**src/rtl/rx_stream_monitor_pkg.sv**
```systemverilog
// Shared constants for the receive-stream monitor: state encodings and the
// data width shared with the transmit counter and receive stage.
package rx_stream_monitor_pkg;

  localparam int DATA_W_DEF = 9;

  localparam logic [1:0] ST_SEARCH = 2'd0;
  localparam logic [1:0] ST_LOCKED = 2'd1;
  localparam logic [1:0] ST_ALARM  = 2'd2;

endpackage

```
**src/rtl/rx_stream_monitor_sat_counter.sv**
```systemverilog
// Saturating up-counter with synchronous clear; clear wins over increment.
module sat_counter #(
  parameter int CNT_W = 8
) (
  input  logic             clk,
  input  logic             clear,
  input  logic             inc,
  output logic [CNT_W-1:0] count
);

  always_ff @(posedge clk) begin
    if (clear) begin
      count <= '0;
    end else if (inc && (count != {CNT_W{1'b1}})) begin
      count <= count + CNT_W'(1);
    end
  end

endmodule

```
**src/rtl/rx_stream_monitor.sv**
```systemverilog
// Checks the received word stream is a legal transmit-counter progression and
// runs the SEARCH -> LOCKED -> ALARM link-status state machine.
module rx_stream_monitor
  import rx_stream_monitor_pkg::*;
#(
  parameter int DATA_W    = DATA_W_DEF,
  parameter int CNT_W     = 8,
  parameter int LOCK_LEN  = 4,
  parameter int ALARM_LEN = 3
) (
  input  logic              clk,
  input  logic              clear,
  input  logic [DATA_W-1:0] data_in,
  input  logic              data_valid,
  output logic              locked,
  output logic              alarm,
  output logic [DATA_W-1:0] last_good,
  output logic [CNT_W-1:0]  parity_err_cnt,
  output logic [CNT_W-1:0]  seq_err_cnt,
  output logic [1:0]        state_dbg
);

  localparam int RUN_W  = $clog2(LOCK_LEN + 1);
  localparam int MISS_W = $clog2(ALARM_LEN + 1);

  logic [1:0]        state;
  logic [RUN_W-1:0]  run;
  logic [MISS_W-1:0] miss;
  logic              ref_ok;

  logic [MISS_W-1:0] miss_eff;
  logic [DATA_W-1:0] delta;
  logic [DATA_W-1:0] limit;
  logic              legal;
  logic              parity_inc;
  logic              seq_inc;

  // Forward distance modulo 2^DATA_W; up to miss+1 tolerates words lost to parity.
  always_comb begin
    miss_eff   = (state == ST_LOCKED) ? miss : '0;
    delta      = data_in - last_good;
    limit      = DATA_W'(miss_eff) + DATA_W'(1);
    legal      = (data_in == '0) || (delta <= limit);
    parity_inc = !data_valid;
    seq_inc    = (state == ST_LOCKED) && data_valid && !legal;
  end

  always_ff @(posedge clk) begin
    if (clear) begin
      state     <= ST_SEARCH;
      run       <= '0;
      miss      <= '0;
      ref_ok    <= 1'b0;
      last_good <= '0;
    end else begin
      case (state)
        ST_SEARCH: begin
          if (!data_valid) begin
            run    <= '0;
            ref_ok <= 1'b0;
          end else if (!ref_ok) begin
            last_good <= data_in;
            ref_ok    <= 1'b1;
            run       <= RUN_W'(1);
          end else if (legal) begin
            last_good <= data_in;
            if (run == RUN_W'(LOCK_LEN - 1)) begin
              state <= ST_LOCKED;
              miss  <= '0;
              run   <= '0;
            end else begin
              run <= run + RUN_W'(1);
            end
          end else begin
            // An illegal word becomes the new reference; no error is counted here.
            last_good <= data_in;
            run       <= RUN_W'(1);
          end
        end
        ST_LOCKED: begin
          if (data_valid && legal) begin
            last_good <= data_in;
            miss      <= '0;
          end else begin
            if (miss == MISS_W'(ALARM_LEN - 1)) begin
              state <= ST_ALARM;
            end
            miss <= miss + MISS_W'(1);
          end
        end
        ST_ALARM: begin
          state <= ST_ALARM;
        end
        default: begin
          state <= ST_SEARCH;
        end
      endcase
    end
  end

  assign locked    = (state == ST_LOCKED);
  assign alarm     = (state == ST_ALARM);
  assign state_dbg = state;

  sat_counter #(.CNT_W(CNT_W)) u_parity_cnt (
    .clk   (clk),
    .clear (clear),
    .inc   (parity_inc),
    .count (parity_err_cnt)
  );

  sat_counter #(.CNT_W(CNT_W)) u_seq_cnt (
    .clk   (clk),
    .clear (clear),
    .inc   (seq_inc),
    .count (seq_err_cnt)
  );

endmodule
```
**config.mk**
```make
export PLATFORM = sky130hd
export DESIGN_NAME = rx_stream_monitor
export DESIGN_NICKNAME = d
export VERILOG_FILES = /design/src/rtl/rx_stream_monitor_pkg.sv /design/src/rtl/rx_stream_monitor_sat_counter.sv /design/src/rtl/rx_stream_monitor.sv
export SDC_FILE = /design/constraint.sdc
export NUM_CORES = 1
export LEC_CHECK = 0
export CAP_MARGIN = 20
export CORE_MARGIN = 1.5
export CORE_UTILIZATION = 50
export CTS_BUF_LIST = sky130_fd_sc_hd__clkbuf_2 sky130_fd_sc_hd__clkbuf_4 sky130_fd_sc_hd__clkbuf_8
export DETAILED_ROUTE_END_ITERATION = 8
export PLACE_DENSITY = 0.77
export SLEW_MARGIN = 20
export SYNTH_ARGS = -nofsm -noshare
export SYNTH_HDL_FRONTEND = slang
export SYNTH_SLANG_ARGS = --single-unit
```
**constraint.sdc**
```tcl
create_clock -name clk -period 9.56 [get_ports clk]
set_clock_uncertainty 0.05 [all_clocks]
set_input_delay 1.912 -clock clk [delete_from_list [all_inputs] [get_ports clk]]
set_output_delay 1.912 -clock clk [all_outputs]
set_load 0.01 [all_outputs]
```
# ---- Word level (Yosys, flattened, before mapping)
# Cells that the tools add are included.
dict set report op_classes {
  add_sub_neg 6
  magnitude_cmp 1
  eq_ne 13
  n_mux 22
  n_reduce_logical 14
}
# op n
set op_table {}
lappend op_table {{$mux W2} 12}
lappend op_table {{$mux W9} 2}
lappend op_table {{$pmux W9 S2} 1}
lappend op_table {{$add A8 B1 Y8 const B} 2}
lappend op_table {{$ne A8 B8 Y1 const B} 2}
lappend op_table {{$mux W3} 4}
lappend op_table {{$ne A2 B2 Y1 const B} 5}
lappend op_table {{$le A9 B3 Y1} 1}
lappend op_table {{$logic_not A9 Y1} 1}
lappend op_table {{$sub A9 B9 Y9} 1}
lappend op_table {{$pmux W2 S3} 1}
lappend op_table {{$reduce_and A6 Y1} 1}
lappend op_table {{$logic_and A1 B1 Y1} 5}
lappend op_table {{$reduce_and A5 Y1} 1}
lappend op_table {{$eq A2 B2 Y1 const B} 2}
lappend op_table {{$ne A2 B1 Y1 const B} 2}
lappend op_table {{$pmux W2 S2} 1}
lappend op_table {{$add A2 B1 Y3 const B} 1}
lappend op_table {{$add A3 B1 Y3 const B} 1}
lappend op_table {{$eq A3 B2 Y1 const B} 1}
lappend op_table {{$reduce_and A3 Y1} 1}
lappend op_table {{$add A2 B1 Y2 const B} 1}
lappend op_table {{$eq A2 B1 Y1 const B} 1}
lappend op_table {{$logic_not A1 Y1} 2}
lappend op_table {{other kinds (4)} 4}
dict set report word_totals {
  register_bits 33
  inputBits 12
  out_inout_bits 29
  wordCells 63
}

# ---- Depth between registers and ports, before layout
dict set report depth {
  word_depth 9
  depth_mapped 15
  mapped_depth_nobuf 14
}

# ---- Cells and area by module
# A second synthesis with hierarchy kept.
dict set report unflattened {
  cells_unflattened 255
  hier_area_um2 2229.6
}
# module n_inst cells_per_inst area_per_inst_um2 seq_area_each_um2
set modules_own_cells {}
lappend modules_own_cells {rx_stream_monitor 1 163 1368.8 340.3}
lappend modules_own_cells {sat_counter 2 46 430.4 160.2}

# ---- Least setup slack after synthesis
# No wires, ideal clock.
dict set report synth_path {
  path_kind {input to register}
  from {in data_in[0]}
  to {reg miss[0]}
  setup_time_ns 0.117
  t_arrival_ns 4.435
  slack_ns 4.958
  stages 13
  path_cell_list {inv_1 ha_1 fa_1 inv_1 ha_1 nor2b_1 o21a_1 o21ai_0 nand4_1 o31ai_4 buf_2 nand2_1 a32o_1}
}
dict set report synth_via {
  elab_chain_cells 6
  word_cells_on_any_way 9
}
# item line
set synth_lines {}
lappend synth_lines {{start: declaration} rx_stream_monitor.sv:13} ;# input logic [DATA_W-1:0] data_in,
lappend synth_lines {{$sub A9 B9 Y9} rx_stream_monitor.sv:41} ;# delta = data_in - last_good;
lappend synth_lines {{$le A9 B3 Y1} rx_stream_monitor.sv:43} ;# legal = (data_in == '0) || (delta <= limit);
lappend synth_lines {{$logic_or A1 B1 Y1 *} rx_stream_monitor.sv:43}
lappend synth_lines {{$logic_and A1 B1 Y1} rx_stream_monitor.sv:81} ;# if (data_valid && legal) begin
lappend synth_lines {{$mux W2} rx_stream_monitor.sv:81}
lappend synth_lines {{$pmux W2 S2} rx_stream_monitor.sv:56} ;# case (state)
lappend synth_lines {{end signal: assignment} rx_stream_monitor.sv:88} ;# miss <= miss + MISS_W'(1);
lappend synth_lines {{end: declaration} rx_stream_monitor.sv:28} ;# logic [MISS_W-1:0] miss;
# Mark *: on every way between the ends. The rest lies on a longest branch, timed or not.
# A chain may end at the register's enable or synchronous reset.

# ---- Worst setup path after layout
dict set report layout_path {
  from {in data_in[0]}
  to {reg u_seq_cnt.count[0]}
}
dict set report layout_via {
  elab_chain_cells 6
  word_cells_on_any_way 7
}
# item line
set layout_lines {}
lappend layout_lines {{$sub A9 B9 Y9} rx_stream_monitor.sv:41}
lappend layout_lines {{$le A9 B3 Y1} rx_stream_monitor.sv:43}
lappend layout_lines {{$logic_or A1 B1 Y1 *} rx_stream_monitor.sv:43}
lappend layout_lines {{$logic_not A1 Y1 *} rx_stream_monitor.sv:45} ;# seq_inc = (state == ST_LOCKED) && data_valid && !legal;
lappend layout_lines {{$logic_and A1 B1 Y1 *} rx_stream_monitor.sv:45}
lappend layout_lines {{$logic_and A1 B1 Y1 *} rx_stream_monitor_sat_counter.sv:14} ;# end else if (inc && (count != {CNT_W{1'b1}})) begin
lappend layout_lines {{end signal: assignment} rx_stream_monitor_sat_counter.sv:15} ;# count <= count + CNT_W'(1);
lappend layout_lines {{end: declaration} rx_stream_monitor_sat_counter.sv:8} ;# output logic [CNT_W-1:0] count
# Marks and branches as above.

==> impl_metrics.json <==
{
  "max_freq_ghz": 0.1932,
  "drt-pass1-iter-count": 4,
  "max_slew_margin_pct": 46.77,
  "critical_path.slowest_cell": "o31ai_4",
  "cts_buffers": 5,
  "holdBufCountCts": 0,
  "grt_setup_unrepaired": "false",
  "max-vdd-ir-drop_mv": 0.1344,
  "yosysUniqueCellTypes": 50,
  "root_buffer": "clkbuf_8",
  "cts_tree": "built",
  "die_area_sq_um": 4764,
  "grt_pass1_vias": 1842,
  "path_buf_inv": 3,
  "grt_first_pass_wirelength_mm": 8.397,
  "max_stage_delay_ns": 0.64,
  "hold_viol_final": 0,
  "finalSetupTns_ns": 0,
  "maxCapViolCount": 0,
  "cts.repair.resized": 0,
  "start_util_pct": 53.34,
  "clk_path_buf_depth": 2,
  "h-tree-depth": 2,
  "worstSetupStartpointType": "primary input",
  "grt_max_degree": 40,
  "synth_cells": 259,
  "wirelength_mm": 5.027,
  "port_buffers": 40,
  "synthFlopType": "dfxtp_1",
  "startpoint": "data_in[0]",
  "switchingPower_mw": 0.09156,
  "hp-class": "register to register",
  "slew_violations": 0,
  "cp.required_ns": 9.69,
  "synth_fp_nets": 291,
  "area_growth_pct": 25.14,
  "async_flop_share_pct": 0,
  "cp_max_fo": 19,
  "routedWlPerCell_um": 14.49,
  "power.total_mw": 0.3460,
  "power_frac_comb_pct": 17.8,
  "cp_cell_sequence": "clkdlybuf4s50_1 > inv_1 > ha_1 > fa_1 > inv_1 > ha_1 > nor2b_1 > o21a_1 > o21ai_0 > nand4_1 > o31ai_4 > nor2b_1 > mux2_1",
  "rows": 23,
  "clk_pin_slew_worst_paths_ns": 0.07,
  "vias": 2065,
  "post-route-drc-count": 0,
  "fp.dieH_um": 69.03,
  "dp_hpwl_mm": 3.630,
  "rrSetupSlack_ns": 6.09,
  "nNetsFinal": 328,
  "io_pins": 41,
  "swShare_pct": 26.46,
  "antenna_found_initial": 0,
  "vias_per_cell": 5.951,
  "internal-power_mw": 0.2545,
  "core_sq_um": 4086,
  "final_cell_mix": "clkdlybuf4s50_1 (40), dfxtp_1 (33), a21oi_1 (26)",
  "powerDensity_nw_per_um2": 126.9,
  "outcome": "finished, final reports clean",
  "end_kind": "register",
  "critical_path_class": "primary input to register",
  "ys_seq_elements": 33,
  "yosysSeqAreaShare_pct": 30.31,
  "syn_avg_cell_area_sq_um": 8.415,
  "cp.arrival_ns": 5.30,
  "post_cts_buffers": 0,
  "ant_nets": 0,
  "diodes": 0,
  "grt.total_usage_pct": 21.08,
  "tightestPinTransition_ns": 0.7955,
  "insertion_delay_ns": 0.29,
  "setup_viol": 0,
  "drtIter0Drc": 139,
  "dieWidth_um": 69.03,
  "crit_family": "adder cells",
  "drive_above_1_share_pct": 6.061,
  "finish.utilization_pct": 66.75,
  "rr_startpoint": "state_dbg[1]",
  "min_from": "run[2]",
  "p_leak_nw": 1.063,
  "numClockSinks": 33,
  "fin_crit_ns": 5.175,
  "synth_edf_count": 0,
  "yosys_warnings": 0,
  "post-route-period-util_pct": 54.13,
  "power_frac_seq_pct": 41.7,
  "grt-ovfl-total": 0,
  "netlist_area_sq_um": 2180,
  "finalWeightedCongestion": 0.9067,
  "layout_commonest_cell": "clkdlybuf4s50_1",
  "clockPowerShare_pct": 40.5,
  "whs_ns": 0.4039
}
-- per-stage QoR --
step	area [sq um]	setup WS (ns)	std cells
after global placement	2608	4.200	339
after CTS	2728	4.407	347
final	2728	4.385	347
after global routing	2728	4.133	347
after detailed placement	2608	4.114	339
after floorplan	2180	4.958	259
-- sequential cells by signal (all words and copies together) (netlist names) --
signal / flops
u_seq_cnt.count: 8
u_parity_cnt.count: 8
run: 3
state_dbg: 2
miss: 2
ref_ok: 1
last_good: 9
-- layout make-up --
type / count / area, sq um
clock buffers: 6 / 82.58
clock inverters: 2 / 37.54
fillers: 352 / 1359
inverters: 22 / 82.58
multi-input cells: 193 / 1394
flip-flops and latches: 33 / 660.6
well taps: 50 / 62.56
repair buffers: 41 / 407.9
-- cell usage after synthesis (all sizes together) (5+ instances only) --
cell type / count / area, sq um
clkbuf: 9 / 33.78
o21ai: 8 / 40.04
nor2: 19 / 71.32
xnor2: 5 / 43.79
nand2b: 8 / 50.05
ha: 19 / 237.7
a21oi: 26 / 130.1
nor2b: 9 / 56.30
nand4: 5 / 31.28
o31ai: 10 / 88.83
nand2: 11 / 41.29
xor2: 6 / 52.55
nand4b: 7 / 61.31
and3: 6 / 37.54
dfxtp: 33 / 660.6
inv: 22 / 82.58
-- worst register-to-register path: stages, from the launching register on --
cell and delay, ns:
dfxtp_1 0.38, inv_1 0.08, ha_1 0.27, and2_1 0.20, ha_1 0.27, inv_1 0.04
ha_1 0.27, nor2b_1 0.13, o21a_1 0.15, o21ai_0 0.15, nand4_1 0.23, o31ai_4 0.64
nor2b_1 0.17, mux2_1 0.34
-- cells by family (layout without fill, tap and decap cells) --
family	after synthesis	in the layout	share of synthesized area, %
compound gates	68	68	22.16
xor+xnor	11	11	4.420
fa+ha+maj	20	20	11.83
buf+inv	33	71	5.740
flops	33	33	30.31
mux	5	5	2.411
simple gates	89	89	23.13
-- final timing paths --
path	end	cells after the start
worst max-delay path	u_seq_cnt.count[0]	13
worst min-delay path	run[2]	2
worst max register to register	u_seq_cnt.count[0]	13
worst min register to register	run[2]	2
-- power groups by stage --
| stage | logic (mW) | registers (mW) | clock network, mW |
|---|---|---|---|
| final | 0.0617 | 0.144 | 0.140 |
| after global routing | 0.0681 | 0.145 | 0.148 |
| after global placement | 0.0600 | 0.147 | 0 |
| after floorplan | 0.0395 | 0.148 | 0 |
| after detailed placement | 0.0609 | 0.147 | 0 |
| after CTS | 0.0614 | 0.144 | 0.143 |
-- routing by layer --
layer  routed length, um  part of all wire [%]  global-route usage [%]  vias up
met4                 106                   2.1                   9.586        0
met1                2277                    45                   28.12      971
li1                    -                     -                       -     1011
met3                 318                   6.3                   3.947       12
met2                2325                    46                   33.01       71
met5                   0                     0                       0        -
No activity file was read; power rests on OpenSTA's default activity.
